==> src/rtl/otn_tx_arq.sv <==
// OTN transmit path with stop-and-wait ARQ: forwards FIFO frames, buffers them and
// retransmits on nack/timeout. Define OTN_TX_ARQ_STATS_EN to add the o_retrans_cnt port.
module otn_tx_arq #(
    parameter int FRAME_LEN   = 16,
    parameter int ACK_TIMEOUT = 64,
    parameter int MAX_RETRY   = 3
) (
    input  logic        i_clk,
    input  logic        i_rst_n,
    input  logic [7:0]  s_axis_tdata,
    input  logic        s_axis_tvalid,
    output logic        s_axis_tready,
    input  logic        i_arq_en,
    output logic [7:0]  o_otn_tx_data,
    output logic        o_otn_tx_valid,
    output logic        o_otn_tx_sof,
    output logic        o_otn_tx_eof,
    input  logic        i_otn_tx_ack,
    input  logic        i_otn_tx_nack,
    output logic        o_retrans_req,
    output logic        o_frame_drop
`ifdef OTN_TX_ARQ_STATS_EN
    ,
    output logic [15:0] o_retrans_cnt
`endif
);

    localparam int               IDX_W    = $clog2(FRAME_LEN);
    localparam logic [IDX_W-1:0] LAST_IDX = IDX_W'(FRAME_LEN - 1);
    localparam logic [15:0]      TO_LAST  = 16'(ACK_TIMEOUT - 1);
    localparam logic [3:0]       MAX_R    = 4'(MAX_RETRY);

    // Handshake: a byte moves on s_axis only in a cycle where tvalid and tready are both 1;
    // tready depends on state alone, never on tvalid.
    typedef enum logic [1:0] {IDLE, SEND, WAIT_ACK, RESEND} state_e;

    state_e           state_q, state_d;
    logic [IDX_W-1:0] idx_q, idx_d;
    logic [15:0]      timer_q, timer_d;
    logic [3:0]       retry_q, retry_d;
    logic             arq_q, arq_d;
    logic [1:0]       sync_q, sync_d;
    logic [7:0]       data_q, data_d;
    logic             valid_q, valid_d;
    logic             sof_q, sof_d;
    logic             eof_q, eof_d;
    logic             retrans_q, retrans_d;
    logic             drop_q, drop_d;
    logic             buf_we;
    logic [7:0]       buf_mem [FRAME_LEN];

    // Reset asserts asynchronously but the FSM only starts two edges after release.
    assign sync_d = {sync_q[0], 1'b1};

    assign s_axis_tready  = (state_q == SEND);
    assign o_otn_tx_data  = data_q;
    assign o_otn_tx_valid = valid_q;
    assign o_otn_tx_sof   = sof_q;
    assign o_otn_tx_eof   = eof_q;
    assign o_retrans_req  = retrans_q;
    assign o_frame_drop   = drop_q;

    always_comb begin
        state_d   = state_q;
        idx_d     = idx_q;
        timer_d   = timer_q;
        retry_d   = retry_q;
        arq_d     = arq_q;
        data_d    = data_q;
        valid_d   = 1'b0;
        sof_d     = 1'b0;
        eof_d     = 1'b0;
        retrans_d = 1'b0;
        drop_d    = 1'b0;
        buf_we    = 1'b0;
        if (sync_q[1]) begin
            case (state_q)
                IDLE: begin
                    if (s_axis_tvalid) begin
                        state_d = SEND;
                        arq_d   = i_arq_en;
                        idx_d   = '0;
                    end
                end
                SEND: begin
                    if (s_axis_tvalid) begin
                        data_d  = s_axis_tdata;
                        valid_d = 1'b1;
                        sof_d   = (idx_q == '0);
                        eof_d   = (idx_q == LAST_IDX);
                        buf_we  = arq_q;
                        if (idx_q == LAST_IDX) begin
                            idx_d   = '0;
                            timer_d = '0;
                            state_d = arq_q ? WAIT_ACK : IDLE;
                        end else begin
                            idx_d = idx_q + IDX_W'(1);
                        end
                    end
                end
                WAIT_ACK: begin
                    // Ack wins over a simultaneous nack and over the timeout cycle.
                    if (i_otn_tx_ack) begin
                        state_d = IDLE;
                        retry_d = '0;
                    end else if (i_otn_tx_nack || (timer_q == TO_LAST)) begin
                        if (retry_q < MAX_R) begin
                            retrans_d = 1'b1;
                            retry_d   = retry_q + 4'd1;
                            idx_d     = '0;
                            state_d   = RESEND;
                        end else begin
                            drop_d  = 1'b1;
                            retry_d = '0;
                            state_d = IDLE;
                        end
                    end else begin
                        timer_d = timer_q + 16'd1;
                    end
                end
                RESEND: begin
                    data_d  = buf_mem[idx_q];
                    valid_d = 1'b1;
                    sof_d   = (idx_q == '0);
                    eof_d   = (idx_q == LAST_IDX);
                    if (idx_q == LAST_IDX) begin
                        idx_d   = '0;
                        timer_d = '0;
                        state_d = WAIT_ACK;
                    end else begin
                        idx_d = idx_q + IDX_W'(1);
                    end
                end
                default: state_d = IDLE;
            endcase
        end
    end

    always_ff @(posedge i_clk or negedge i_rst_n) begin
        if (!i_rst_n) begin
            state_q   <= IDLE;
            idx_q     <= '0;
            timer_q   <= '0;
            retry_q   <= '0;
            arq_q     <= 1'b0;
            sync_q    <= '0;
            data_q    <= '0;
            valid_q   <= 1'b0;
            sof_q     <= 1'b0;
            eof_q     <= 1'b0;
            retrans_q <= 1'b0;
            drop_q    <= 1'b0;
        end else begin
            state_q   <= state_d;
            idx_q     <= idx_d;
            timer_q   <= timer_d;
            retry_q   <= retry_d;
            arq_q     <= arq_d;
            sync_q    <= sync_d;
            data_q    <= data_d;
            valid_q   <= valid_d;
            sof_q     <= sof_d;
            eof_q     <= eof_d;
            retrans_q <= retrans_d;
            drop_q    <= drop_d;
        end
    end

    // Frame store keeps stale contents across reset; only completed frames are replayed.
    always_ff @(posedge i_clk) begin
        if (buf_we) begin
            buf_mem[idx_q] <= s_axis_tdata;
        end
    end

`ifdef OTN_TX_ARQ_STATS_EN
    logic [15:0] retrans_cnt_q, retrans_cnt_d;

    always_comb begin
        retrans_cnt_d = retrans_cnt_q;
        if (retrans_d && (retrans_cnt_q != 16'hFFFF)) begin
            retrans_cnt_d = retrans_cnt_q + 16'd1;
        end
    end

    always_ff @(posedge i_clk or negedge i_rst_n) begin
        if (!i_rst_n) begin
            retrans_cnt_q <= '0;
        end else begin
            retrans_cnt_q <= retrans_cnt_d;
        end
    end

    assign o_retrans_cnt = retrans_cnt_q;
`endif

endmodule

==> config.mk <==
export PLATFORM = sky130hd
export DESIGN_NAME = otn_tx_arq
export DESIGN_NICKNAME = d
export VERILOG_FILES = /design/src/rtl/otn_tx_arq.sv
export SDC_FILE = /design/constraint.sdc
export NUM_CORES = 1
export LEC_CHECK = 0
export CORE_UTILIZATION = 45
export DETAILED_ROUTE_END_ITERATION = 7
export PLACE_DENSITY = 0.61
export REMOVE_ABC_BUFFERS = 1
export SLEW_MARGIN = 5
export SYNTH_ARGS = -nofsm -noshare
export SYNTH_HDL_FRONTEND = slang
export SYNTH_SLANG_ARGS = --single-unit
==> constraint.sdc <==
create_clock -name i_clk -period 6.64 [get_ports i_clk]
set_input_delay 0.996 -clock i_clk [delete_from_list [all_inputs] [get_ports i_clk]]
set_output_delay 0.996 -clock i_clk [all_outputs]
set_load 0.01 [all_outputs]
Word-level counts from Yosys, hierarchy flattened
Memory sizes are Yosys's and may differ from the RTL's.
Cells that the tools add are included.

cells by class
  add/sub/neg operators = 3
  order comparisons = 1
  eq/ne operators = 14
  mux-type cells = 50
  reductions and logical operators = 12

operators by type and width
  operator               number
  $mux 16                4
  $pmux 16 s3            1
  $mux 4                 9
  $mux 1                 21
  $add 16x1->16 const B  1
  $eq 16x6->1 const B    1
  $mux 2                 8
  $pmux 4 s4             1
  $pmux 8 s2             1
  $ne 2x2->1 const B     7
  $reduce_and 6->1       2
  $reduce_and 3->1       3
  $add 4x1->4 const B    2
  $mux 8                 1
  $pmux 2 s4             1
  $pmux 1 s2             3
  $reduce_and 5->1       1
  $eq 2x2->1 const B     2
  $eq 4x4->1 const B     1
  $logic_not 4->1        1
  $lt 4x2->1 const B     1
  $reduce_bool 2->1      2
  $ne 3x3->1 const B     1
  $reduce_bool 3->1      1
  other kinds (4)        4

word-level totals
  bits in registers = 42
  bits in writable memories = 128
  input port bits = 14
  output and inout bits = 14
  word-level logic and storage cells = 93
  memories kept = 1

memories
  memory   depth  width  rd ports  clocked after memory_dff  wr ports  RTL line  RTL
  buf_mem  16     8      1         0                         1         50        logic [7:0] buf_mem [FRAME_LEN];

Logic depth before layout (Yosys ltp)
  depth after elaboration = 6
  depth in mapped cells = 9
  depth with buffers taken out = 8

Worst setup path before layout
No wires, ideal clock.

  path kind = input to register
  start point = input port s_axis_tvalid
  end point = memory buf_mem[15][0] (enable)
  library setup time = 395 ps
  data arrival time = 1989 ps
  required time = 6245 ps
  slack = 4257 ps
  cell stages on the path = 2
  buffers on the path = 0
  cells stage by stage = nand4_1 nor4_1

between the ends
  longest elaborated chain between the ends = 5

RTL lines
  item                          RTL line  RTL
  from (decl)                   11        input logic s_axis_tvalid,
  $mux 1                        86        if (s_axis_tvalid) begin
  $mux 1                        77        case (state_q)
  $mux 1                        76        if (sync_q[1]) begin
  $mux 1                        171       if (buf_we) begin
  $mux 1 (not written as such)  172       buf_mem[idx_q] <= s_axis_tdata;
  to (decl)                     50

Every way passes these cells.

Final worst setup path
  start point = register state_q[1]
  end point = output port s_axis_tready

between the ends
  longest elaborated chain between the ends = 1

RTL lines
  item                    RTL line  RTL
  from (decl)             37        state_e state_q, state_d;
  from (signal assigned)  154       state_q <= state_d;
  $eq 2x1->1              55        assign s_axis_tready = (state_q == SEND);
  to (decl)               12        output logic s_axis_tready,

Every way passes these cells.

==> results.md <==
- Final setup vio count: 0
- Crit path kind: register to output pin
- Pre-CTS setup slack: around 3.4 ns
- Final hold slack: around 0.35 ns
- Leak pwr: 2.86 nW
- Clk_lat worst skew: 0.43 ns
- Global-route wire length before repair: ~24 mm
- I/O pins: 28
- Synth cell types: 53
- TNS Setup: 0 ns
- I/O Buffers: 27
- DR vias: about 4100
- Minimum clock period: between 2 and 3 ns
- FF-to-FF path depth: 7
- Max-Cap Viols: 0
- Drt pass-1 iters: 8
- RSZ-0062 raised after global routing: no
- Critical Path Slowest Stage Cell: dfrtp_1
- Layout Cells excl Fill: between 700 and 800
- Initial Utilization: 0.463
- Cts hold-fix bufs: 0
- Worst IR drop on VDD: about 0.0002 V
- Crit. End Element: output pin
- Final period util: 0.422
- Mapped Area: about 0.007 mm²
- Top cells by count, synth: 128 x edfxtp_1, 42 x dfrtp_1, 38 x nor2_1
- Worst-Margin Slew: 0.987 ns
- Pins Over Slew Limit: 0
- Ys Warns: 0
- Die ar.: roughly 0.016 mm²
- CTS Buffer Depth: 2
- Syn Inst Count: roughly 460
- Post-Place Cells: 685
- Dominant cells by area after synthesis: edfxtp_1 54%, dfrtp_1 15%, mux4_2 5.7%
- Die Y: ~130 µm
- Number of synthesized register bits: 170
- WL/cell: around 21 µm
- Pin count of the biggest net entering global routing: 43
- Number of fill cells: about 1200
- Top-count cell post-synth: edfxtp_1
- Total Routing Usage GR: 0.202
- CTS tree: done
- Grt total ovfl: 0
- Peak Freq: around 0.36 GHz
- Drt first-iter violations: ~380
- Core area: 0.0153 mm²
- Share of synthesized registers carrying an async set or reset: 0.247
- Slowest Stage Delay on Critical Path: 0.75 ns
- Vias in the first global route: between 3000 and 4000
- Synth area leader: edfxtp_1
- Most used DFF post-synth: edfxtp_1
- Critical Path RT: between 5 and 6 ns
- Number of setup buffers added after CTS: 0
- Clock buffer count from CTS: 17
- Initial antenna violation count: 0
- Final worst slack: 3.84 ns
- Status: finished, final reports clean
- EDFF count, synth: around 130
- HPWL Detailed: about 10 mm
- Area delta synth->final: 14.9%
- Hold depth: 0
- Final WL: between 10 and 15 mm
- Clk root buf: clkbuf_16
- Yosys top cell area share: 0.544
- PD cells: approximately 340 mW/mm²
- H-tree depth: 4
- RePlAce Congestion: roughly 0.9
- DIE WIDTH: around 130 µm
- CP arrival: around 1.8 ns
- Sequential share of the synthesized area: 0.693
- Fraction of layout cells with a size suffix above 1: 0.144
- Antenna diodes: 0
- Critical path launch point type: register
- Fin. Hold Viols: 0
- DR vias/cell: between 5 and 6
- Row cnt: 45
- Clock transition at path regs: ~0.07 ns
- Post-route ant nets: 0
- Slew HR: 0.342
- Remaining DRCs: 0
- PostCTS Resize Cnt: 0
- Final nets: between 500 and 600
- Layout Utilization: 0.532
- Setup Skew: approximately 0.012 ns
- Crit path max fanout: 20
- Syn avg cell area: 15.2 µm²
- Hold/Removal Path Class: register to register
- CTS Sinks: 170
- CP cell instances: nor2_1, clkdlybuf4s50_1
-- through the flow --
stage | total power [W] | area [µm²]
final | 0.00278 | 8120
after global routing | 0.00289 | 8120
after CTS | 0.00280 | 8120
after detailed placement | 0.00182 | 7510
after global placement | 0.00182 | 7510
after floorplan | 0.00163 | 6960
-- cell families (layout without fill, tap and decap cells) --
| kind of cell | count (synthesis) | after routing | synth area share |
|---|---|---|---|
| and+or+nand+nor | 135 | 135 | 0.102 |
| AOI/OAI and AO/OA | 70 | 70 | 0.0671 |
| DFF | 170 | 170 | 0.693 |
| muxes | 53 | 53 | 0.108 |
| other | 1 | 1 | 0.000531 |
| buffers and inverters | 29 | 71 | 0.0195 |
| adders and majority gates | 6 | 6 | 0.0106 |
-- worst max-delay path, delay by kind of cell (launching register included) --
kind	cells	cell delay, ns
buf+inv	1	0.50
flops	1	0.75
simple gates	1	0.12
-- flip-flops by register name, summed over array words and instances, names as in the netlist --
signal / flops
o_otn_tx_eof: 1
o_otn_tx_valid: 1
state_q: 2
timer_q: 16
o_frame_drop: 1
o_otn_tx_sof: 1
o_retrans_req: 1
o_otn_tx_data: 8
buf_mem: 128
retry_q: 4
arq_q: 1
idx_q: 4
sync_q: 2
-- layer usage --
layer | global-route usage | part of all wire | vias to the layer above
met5 | 0 | 0 | -
met4 | 0.0714 | 0.019 | 0
met3 | 0.0461 | 0.059 | 25
met2 | 0.304 | 0.47 | 148
met1 | 0.289 | 0.46 | 2045
li1 | - | - | 1868
-- area by class of cell --
type / count / area (µm²) / share of cell area
clock buffers: 17 / 425 / 0.0524
clock inverters: 15 / 176 / 0.0217
inverters: 9 / 35.0 / 0.00432
multi-input cells: 265 / 2030 / 0.250
flip-flops and latches: 170 / 4900 / 0.603
well taps: 211 / 264 / 0.0325
repair buffers: 30 / 288 / 0.0355
-- layout by cell type, fill, tap and decap left out, types with 5 or more instances in the layout --
cell type        Yosys  final
a22o_1               8      8
and3_1               7      7
dfrtp_1             42     40
nor2_1              38     38
nor4_1               8      8
nand3_1              7      7
inv_6                0      5
o31ai_1              6      6
clkbuf_16            0     17
inv_1                7      7
o22ai_1             15     15
nor3_1              18     18
clkdlybuf4s50_1      0     26
o21ai_0             15     15
edfxtp_1           128    128
mux4_2              18     18
mux2i_1             31     31
nand4_1              9      9
nand2_1             25     25
ha_1                 6      6
a21oi_1             11     11
-- worst paths after layout --
kind,start,to,slack (ns)
max in group asynchronous,i_rst_n,idx_q[1]$_DFFE_PN0P_,5.31
setup / recovery,state_q[1]$_DFFE_PN0P_,s_axis_tready,3.84
min in group asynchronous,i_rst_n,timer_q[6]$_DFFE_PN0P_,0.70
hold / removal,sync_q[0]$_DFF_PN0_,sync_q[1]$_DFF_PN0_,0.35
hold reg to reg,sync_q[0]$_DFF_PN0_,sync_q[1]$_DFF_PN0_,0.35
setup reg to reg,idx_q[1]$_DFFE_PN0P_,timer_q[9]$_DFFE_PN0P_,4.04
-- report_power, final --
part           switching [W]  internal, W
combinational       0.000255     0.000254
sequential         0.0000977      0.00119
clock               0.000451     0.000538
total               0.000804      0.00198
Power figures use the tool's default switching activity.
